[config.mk]
export PLATFORM = sky130hd
export DESIGN_NAME = branch_predictor
export DESIGN_NICKNAME = d
export VERILOG_FILES = /design/src/rtl/branch_predictor.sv
export SDC_FILE = /design/constraint.sdc
export NUM_CORES = 1
export LEC_CHECK = 0
export BUFFER_PORTS_ARGS = -buffer_cell sky130_fd_sc_hd__buf_2
export CAP_MARGIN = 20
export CELL_PAD_IN_SITES_DETAIL_PLACEMENT = 1
export CELL_PAD_IN_SITES_GLOBAL_PLACEMENT = 2
export CORE_MARGIN = 2
export CORE_UTILIZATION = 30
export CTS_CLUSTER_SIZE = 28
export DETAILED_ROUTE_END_ITERATION = 16
export PLACE_DENSITY_LB_ADDON = 0.1
export RECOVER_POWER = 25
export SETUP_SLACK_MARGIN = 0.5
export SKIP_CTS_REPAIR_TIMING = 1
export SYNTH_ARGS = -nofsm -noshare
export SYNTH_HDL_FRONTEND = slang
export SYNTH_SLANG_ARGS = --single-unit
[constraint.sdc]
create_clock -name clk -period 9.2 [get_ports clk]
set_input_delay 0.46 -clock clk [delete_from_list [all_inputs] [get_ports clk]]
set_output_delay 0.46 -clock clk [all_outputs]
set_load 0.03 [all_outputs]
[src/rtl/branch_predictor.sv]
// -----------------------------------------------------------------------------
// branch_predictor
//
// Direct-mapped branch target buffer with CTR_BITS-wide saturating direction
// counters for the five-stage MIPS pipeline.
//   - IF stage looks the table up combinationally with the fetch PC.
//   - MEM stage trains the table when a branch or jump resolves. The same
//     inputs also produce the mispredict/redirect signals used for the flush.
//
// Optional feature macro: BRANCH_PREDICTOR_STATS_EN
//   defined     -> 32-bit saturating lookup and mispredict counters.
//   not defined -> no counter flops; stat_lookups/stat_mispred read as 0.
//
// Parameter legality: IDX_BITS + TAG_BITS + 2 must not exceed 32, and
// CTR_BITS must be at least 1.
// -----------------------------------------------------------------------------
module branch_predictor #(
  parameter int IDX_BITS = 4,
  parameter int TAG_BITS = 8,
  parameter int CTR_BITS = 2
) (
  input  logic        clk,
  input  logic        rst,
  // fetch-side lookup
  input  logic        if_req,
  input  logic [31:0] if_pc,
  output logic        pred_taken,
  output logic [31:0] pred_target,
  // resolve-side training
  input  logic        upd_valid,
  input  logic [31:0] upd_pc,
  input  logic        upd_is_jump,
  input  logic        upd_taken,
  input  logic [31:0] upd_target,
  input  logic        upd_pred_taken,
  input  logic [31:0] upd_pred_target,
  input  logic        inv_all,
  output logic        mispredict,
  output logic [31:0] correct_pc,
  // statistics
  output logic [31:0] stat_lookups,
  output logic [31:0] stat_mispred
);

  // Update protocol: there is no valid/ready handshake. upd_valid is a
  // single-cycle strobe qualifying upd_* for exactly one posedge; the
  // predictor always accepts it (no backpressure), at most one resolution
  // per cycle. inv_all is a level sampled on posedge and beats upd_valid.

  localparam int ENTRIES = 1 << IDX_BITS;

  localparam logic [CTR_BITS-1:0] CTR_ONE        = CTR_BITS'(1);
  localparam logic [CTR_BITS-1:0] CTR_ZERO       = '0;
  localparam logic [CTR_BITS-1:0] CTR_MAX        = {CTR_BITS{1'b1}};
  // MSB-only pattern: the weakest "taken" state
  localparam logic [CTR_BITS-1:0] CTR_WEAK_TAKEN = CTR_ONE << (CTR_BITS - 1);
  // One below it: the weakest "not taken" state, used as the reset value
  localparam logic [CTR_BITS-1:0] CTR_WEAK_NOT   = CTR_WEAK_TAKEN - CTR_ONE;

  // ---------------------------------------------------------------------------
  // Table storage
  // valid and ctr are reset; tag and target are only meaningful while valid
  // is set, so they are plain data flops written on allocation/training.
  // ---------------------------------------------------------------------------
  logic [ENTRIES-1:0]  valid_q;
  logic [TAG_BITS-1:0] tag_q    [ENTRIES];
  logic [31:0]         target_q [ENTRIES];
  logic [CTR_BITS-1:0] ctr_q    [ENTRIES];

  // ---------------------------------------------------------------------------
  // Lookup (zero latency, reads the pre-update table contents)
  // ---------------------------------------------------------------------------
  logic [IDX_BITS-1:0] lk_idx;
  logic [TAG_BITS-1:0] lk_tag;
  logic                lk_hit;

  assign lk_idx = if_pc[IDX_BITS+1:2];
  assign lk_tag = if_pc[IDX_BITS+TAG_BITS+1:IDX_BITS+2];
  assign lk_hit = valid_q[lk_idx] && (tag_q[lk_idx] == lk_tag);

  assign pred_taken  = lk_hit && ctr_q[lk_idx][CTR_BITS-1];
  assign pred_target = pred_taken ? target_q[lk_idx] : (if_pc + 32'd4);

  // ---------------------------------------------------------------------------
  // Resolution: mispredict detection and redirect PC
  // A taken branch whose predicted target differs is a mispredict even when
  // the direction was right; a correctly predicted not-taken never is.
  // ---------------------------------------------------------------------------
  assign mispredict = upd_valid &&
                      ((upd_taken != upd_pred_taken) ||
                       (upd_taken && (upd_target != upd_pred_target)));

  assign correct_pc = upd_taken ? upd_target : (upd_pc + 32'd4);

  // ---------------------------------------------------------------------------
  // Training decode
  // ---------------------------------------------------------------------------
  logic [IDX_BITS-1:0] up_idx;
  logic [TAG_BITS-1:0] up_tag;
  logic                up_hit;
  logic [CTR_BITS-1:0] up_ctr_cur;

  assign up_idx     = upd_pc[IDX_BITS+1:2];
  assign up_tag     = upd_pc[IDX_BITS+TAG_BITS+1:IDX_BITS+2];
  assign up_hit     = valid_q[up_idx] && (tag_q[up_idx] == up_tag);
  assign up_ctr_cur = ctr_q[up_idx];

  logic                alloc;      // miss + taken: claim the entry
  logic                ctr_we;     // write ctr_nxt into the indexed entry
  logic                target_we;  // write upd_target into the indexed entry
  logic [CTR_BITS-1:0] ctr_nxt;

  // Decide what the resolving instruction does to its entry; inv_all drops it
  always_comb begin
    alloc     = 1'b0;
    ctr_we    = 1'b0;
    target_we = 1'b0;
    ctr_nxt   = up_ctr_cur;
    if (upd_valid && !inv_all) begin
      if (up_hit) begin
        ctr_we = 1'b1;
        if (upd_is_jump) begin
          ctr_nxt   = CTR_MAX;
          target_we = 1'b1;
        end else if (upd_taken) begin
          ctr_nxt   = (up_ctr_cur == CTR_MAX) ? CTR_MAX : (up_ctr_cur + CTR_ONE);
          target_we = 1'b1;
        end else begin
          ctr_nxt   = (up_ctr_cur == CTR_ZERO) ? CTR_ZERO : (up_ctr_cur - CTR_ONE);
        end
      end else if (upd_taken) begin
        // Miss on a taken instruction replaces whatever aliased there
        alloc     = 1'b1;
        ctr_we    = 1'b1;
        target_we = 1'b1;
        ctr_nxt   = upd_is_jump ? CTR_MAX : CTR_WEAK_TAKEN;
      end
    end
  end

  // ---------------------------------------------------------------------------
  // State updates
  // ---------------------------------------------------------------------------

  // Valid bits: cleared by reset or inv_all, set on allocation
  always_ff @(posedge clk or posedge rst) begin
    if (rst) begin
      valid_q <= '0;
    end else if (inv_all) begin
      valid_q <= '0;
    end else if (alloc) begin
      valid_q[up_idx] <= 1'b1;
    end
  end

  // Direction counters: reset to weakly-not-taken, trained by resolutions
  always_ff @(posedge clk or posedge rst) begin
    if (rst) begin
      for (int i = 0; i < ENTRIES; i++) begin
        ctr_q[i] <= CTR_WEAK_NOT;
      end
    end else if (ctr_we) begin
      ctr_q[up_idx] <= ctr_nxt;
    end
  end

  // Tag and target payload: written on allocation / taken training only
  always_ff @(posedge clk) begin
    if (alloc) begin
      tag_q[up_idx] <= up_tag;
    end
    if (target_we) begin
      target_q[up_idx] <= upd_target;
    end
  end

  // ---------------------------------------------------------------------------
  // Statistics
  // ---------------------------------------------------------------------------
`ifdef BRANCH_PREDICTOR_STATS_EN
  logic [31:0] lookups_q;
  logic [31:0] mispred_q;

  // Saturating event counters, cleared only by reset (inv_all leaves them)
  always_ff @(posedge clk or posedge rst) begin
    if (rst) begin
      lookups_q <= '0;
      mispred_q <= '0;
    end else begin
      if (if_req && (lookups_q != 32'hFFFF_FFFF)) begin
        lookups_q <= lookups_q + 32'd1;
      end
      if (mispredict && (mispred_q != 32'hFFFF_FFFF)) begin
        mispred_q <= mispred_q + 32'd1;
      end
    end
  end

  assign stat_lookups = lookups_q;
  assign stat_mispred = mispred_q;
`else
  // if_req only feeds the lookup counter; keep it referenced when absent
  logic unused_if_req;
  assign unused_if_req = if_req;

  assign stat_lookups = '0;
  assign stat_mispred = '0;
`endif

endmodule

==> out/results.env <==
CLOCK-SKEW-FINAL_NS=0.0281
CTS_BUFFERS=82
SHARE_OF_CELLS_ABOVE_DRIVE_STRENGTH_1=0.306
MAX_CAP_VIOL_COUNT=0
SYNTH_AREA_LEADER_CELL='sky130_fd_sc_hd__edfxtp_1'
INSERTEDDIODECOUNT=0
FMAX_MHz=194
SYNTHESIS.YOSYS.WARNINGS=0
SYN_INST=1754
NUM_IO_PINS=266
HOLD-PATH-CELL-COUNT=1
GRTUSAGETOTAL=0.193
CRITPATHARRIVALTIME_NS=4.71
CRITPATHMAXFANOUT=67
DRT-PASS1-ITER-COUNT=5
IR_WORST_VDD_uV=142
RSZ0062_AT_GRT='no'
NETLIST-CELL-TYPE-COUNT=56
OUTCOME='completed'
SYNTH_AREA_PER_CELL_UM2=17.5
WORSTSETUPENDPOINTTYPE='primary output'
CORE_FOOTPRINT_UM2=101000
DIE_WIDTH_UM=323
POSTLAYOUTSETUPSLACKWORST_NS=4.03
CLOCK_SINKS=688
FINALWEIGHTEDCONGESTION=0.761
CELL_TYPES_OCCUPYING_THE_MOST_AREA_AFTER_SYNTHESIS='sky130_fd_sc_hd__edfxtp_1, sky130_fd_sc_hd__mux4_2, sky130_fd_sc_hd__dfrtp_1'
CLKTRANSATPATHREGS_NS=0.06
REGISTER_AREA_SHARE_AFTER_SYNTHESIS=0.668
SYNTH_ENABLE_FLOP_CELLS=640
GRT_PASS1_VIAS=18700
POST-SYNTH-TOP-AREA-FRACTION=0.628
FINALMAXSLEWVIOLATIONS=0
VIAS=17200
NNETSFINAL=2117
IO_BUF_COUNT=200
PLACE.DETAILED.HPWL_MM=63.1
FLOW.AREA_GROWTH_FROM_SYNTHESIS_PCT=17.0
OVERFLOW=0
SYNTH_TOP_FLOP_CELL='sky130_fd_sc_hd__edfxtp_1'
FINAL_PERIOD_MINUS_WORST_SETUP_SLACK_NS=5.17
WORST-SETUP-PATH-TYPE='in -> out'
REMAINING_DESIGN_RULE_VIOLATION_COUNT=0
CLOCK_TREE.HTREE_LEVEL_COUNT=3
PLACE_AREA_UM2=33100
TIMING.FINAL.HOLD_VIOLATIONS=0
FINISH.INSTANCE_AREA_UM2=35800
POSTSYNTHREGISTERBITS=688
ROUTEDWLPERCELL_UM=29.3
DRT_ITER0_MARKERS=1243
TIMING.CRITICAL_PATH.FROM_TYPE='primary input'
FLOORPLAN.INITIALDENSITY=0.302
PLACEMENTROWS=117
SYNTH-ASYNC-RESET-RATIO=0.0698
POWER.LEAKAGE_nW=11.7
PERIOD_SHARE=0.562
TIMING.CRITICAL_PATH.REQUIRED_NS=8.74
POWERDENSITY_nW_PER_UM2=204
SLEW_HEADROOM=0.147
GRT_PASS1_WL_MM=142
ROOT_BUFFER='sky130_fd_sc_hd__clkbuf_16'
CHIPHEIGHT_UM=323
WORST-R2R-CELL-COUNT=10
CLOCK_LATENCY_NS=0.64
FINAL.SETUP.TNS_NS=0
CLOCKBUFFERDEPTH=3
GRT_ANTENNA_BEFORE_REPAIR=6
FINAL-SETUP-VIOL-COUNT=0
GRT_START_MAX_NET_PINS=69
ROUTE.FINAL.WIRE_LENGTH_MM=100
NETLIST_AREA_BEFORE_PLACEMENT_UM2=30600
POSTROUTEANTENNANETS=0
TRITONCTS_CLOCK_TREE='yes'
DIE_AREA_UM2=105000
DPL_WORST_SLACK_NS=3.17
WORST_HOLD_PATH_TYPE='in -> reg'
WORST_PIN_SLEW_NS=1.27
VIAS_PER_CELL=5.05
## path summary, 6_finish.rpt
path / start / to / slack, ns
min in group asynchronous: rst / ctr_q[3] / 0.41
min reg2reg: ctr_q[30] / ctr_q[30] / 0.52
max in group asynchronous: rst / ctr_q[26] / 8.16
min: upd_target[31] / target_q[6][31] / 0.28
max reg2reg: tag_q[15][6] / target_q[2][18] / 4.68
max: if_pc[3] / pred_target[10] / 4.03
## stage by stage
step | instances | util | hold WS [ns] | total power [mW]
final | 3409 | 0.353 | 0.280 | 7.32
after global routing | 3409 | 0.353 | 0.276 | 7.57
after CTS | 3405 | 0.352 | 0.113 | 7.41
after detailed placement | 3256 | 0.327 | 0.513 | 4.20
after global placement | 3256 | 0.327 | 0.511 | 4.19
after floorplan | 1817 | - | 0.496 | 3.96
## cells in the final DEF (no fill, tap or decap), types with 8 or more instances in the layout
| master | count |
|---|---|
| sky130_fd_sc_hd__a21oi_1 | 75 |
| sky130_fd_sc_hd__a22oi_1 | 14 |
| sky130_fd_sc_hd__a31oi_1 | 22 |
| sky130_fd_sc_hd__and3_1 | 18 |
| sky130_fd_sc_hd__and4_1 | 8 |
| sky130_fd_sc_hd__buf_2 | 173 |
| sky130_fd_sc_hd__buf_4 | 42 |
| sky130_fd_sc_hd__clkbuf_1 | 45 |
| sky130_fd_sc_hd__clkbuf_16 | 82 |
| sky130_fd_sc_hd__clkinv_1 | 16 |
| sky130_fd_sc_hd__clkinv_2 | 10 |
| sky130_fd_sc_hd__conb_1 | 64 |
| sky130_fd_sc_hd__dfrtp_1 | 32 |
| sky130_fd_sc_hd__dfstp_2 | 16 |
| sky130_fd_sc_hd__edfxtp_1 | 640 |
| sky130_fd_sc_hd__inv_1 | 19 |
| sky130_fd_sc_hd__mux2i_1 | 38 |
| sky130_fd_sc_hd__mux4_2 | 231 |
| sky130_fd_sc_hd__nand2_1 | 85 |
| sky130_fd_sc_hd__nand3_1 | 43 |
| sky130_fd_sc_hd__nand4_1 | 14 |
| sky130_fd_sc_hd__nor2_1 | 62 |
| sky130_fd_sc_hd__nor2_2 | 13 |
| sky130_fd_sc_hd__nor2_4 | 16 |
| sky130_fd_sc_hd__nor2b_1 | 9 |
| sky130_fd_sc_hd__nor3_1 | 10 |
| sky130_fd_sc_hd__nor4_1 | 12 |
| sky130_fd_sc_hd__o21ai_0 | 41 |
| sky130_fd_sc_hd__o22ai_1 | 12 |
| sky130_fd_sc_hd__xnor2_1 | 43 |
| sky130_fd_sc_hd__xor2_1 | 56 |
## critical path, cell delays in order
cell and delay (ns):
sky130_fd_sc_hd__buf_6 0.57, sky130_fd_sc_hd__buf_4 0.72, sky130_fd_sc_hd__mux4_2 0.42, sky130_fd_sc_hd__mux2i_1 0.24, sky130_fd_sc_hd__xor2_1 0.19, sky130_fd_sc_hd__nand3_1 0.08
sky130_fd_sc_hd__o21ai_0 0.12, sky130_fd_sc_hd__or4b_4 0.87, sky130_fd_sc_hd__a21oi_1 0.63, sky130_fd_sc_hd__buf_2 0.31
## registers in the layout (all words and copies together), names as in the netlist
register / flops
target_q: 512
valid_q: 16
tag_q: 128
ctr_q: 32
## power by group
part / leakage (nW) / switching [mW] / internal (mW)
Clock: 1.27 / 1.32 / 1.87
Combinational: 4.05 / 0.398 / 0.221
Sequential: 6.35 / 0.0260 / 3.48
## layout make-up
class,count,area (um^2)
clock buffer,106,2160
clock inverter,43,473
fill,10300,65600
inverter,21,78.8
multi-input combinational,939,9570
sequential,688,20400
tap,1368,1710
timing repair buffer,244,1370
## per-layer routing
metal  global-route usage  share of wire  vias to the layer above
met3               0.0275          0.054                       94
met1                0.264           0.43                     9281
met4               0.0411          0.014                        2
met2                0.326           0.50                      482
met5                    0        0.00013                        -
li1                     -              -                     7366
## synthesized netlist by cell type (all sizes together), types with 2 or more instances
cell and instances:
nand2b 2, nor4b 3, edfxtp 640, clkbuf 53, mux2 5, nand4 14
or4 2, a221o 2, nand2 85, and2 5, a21oi 76, a21o 4
nor2 91, xor2 56, dfrtp 32, o21ai 42, inv 20, a31oi 22
a22oi 14, and4 8, xnor2 43, nor2b 9, nor3 10, nand3 43
nor4 13, a221oi 2, o21ba 4, a211oi 2, mux4 231, and3 18
o22ai 12, a211o 2, o211ai 2, ha 5, mux2i 38, dfstp 16
buf 116
## cell families (layout without fill, tap and decap cells)
kind of cell             after synthesis  count (layout)  synth area share
buffers and inverters                190             414            0.0334
XOR/XNOR                              99              99            0.0283
flip-flops                           688             688             0.668
multiplexers                         274             274             0.184
adder cells (fa/ha/maj)                5               5           0.00204
other                                  1              64          0.000122
AND/OR/NAND/NOR                      306             306            0.0472
AO/OA/AOI/OAI                        191             191            0.0371
Note: power is estimated with default switching activity, not from simulation.
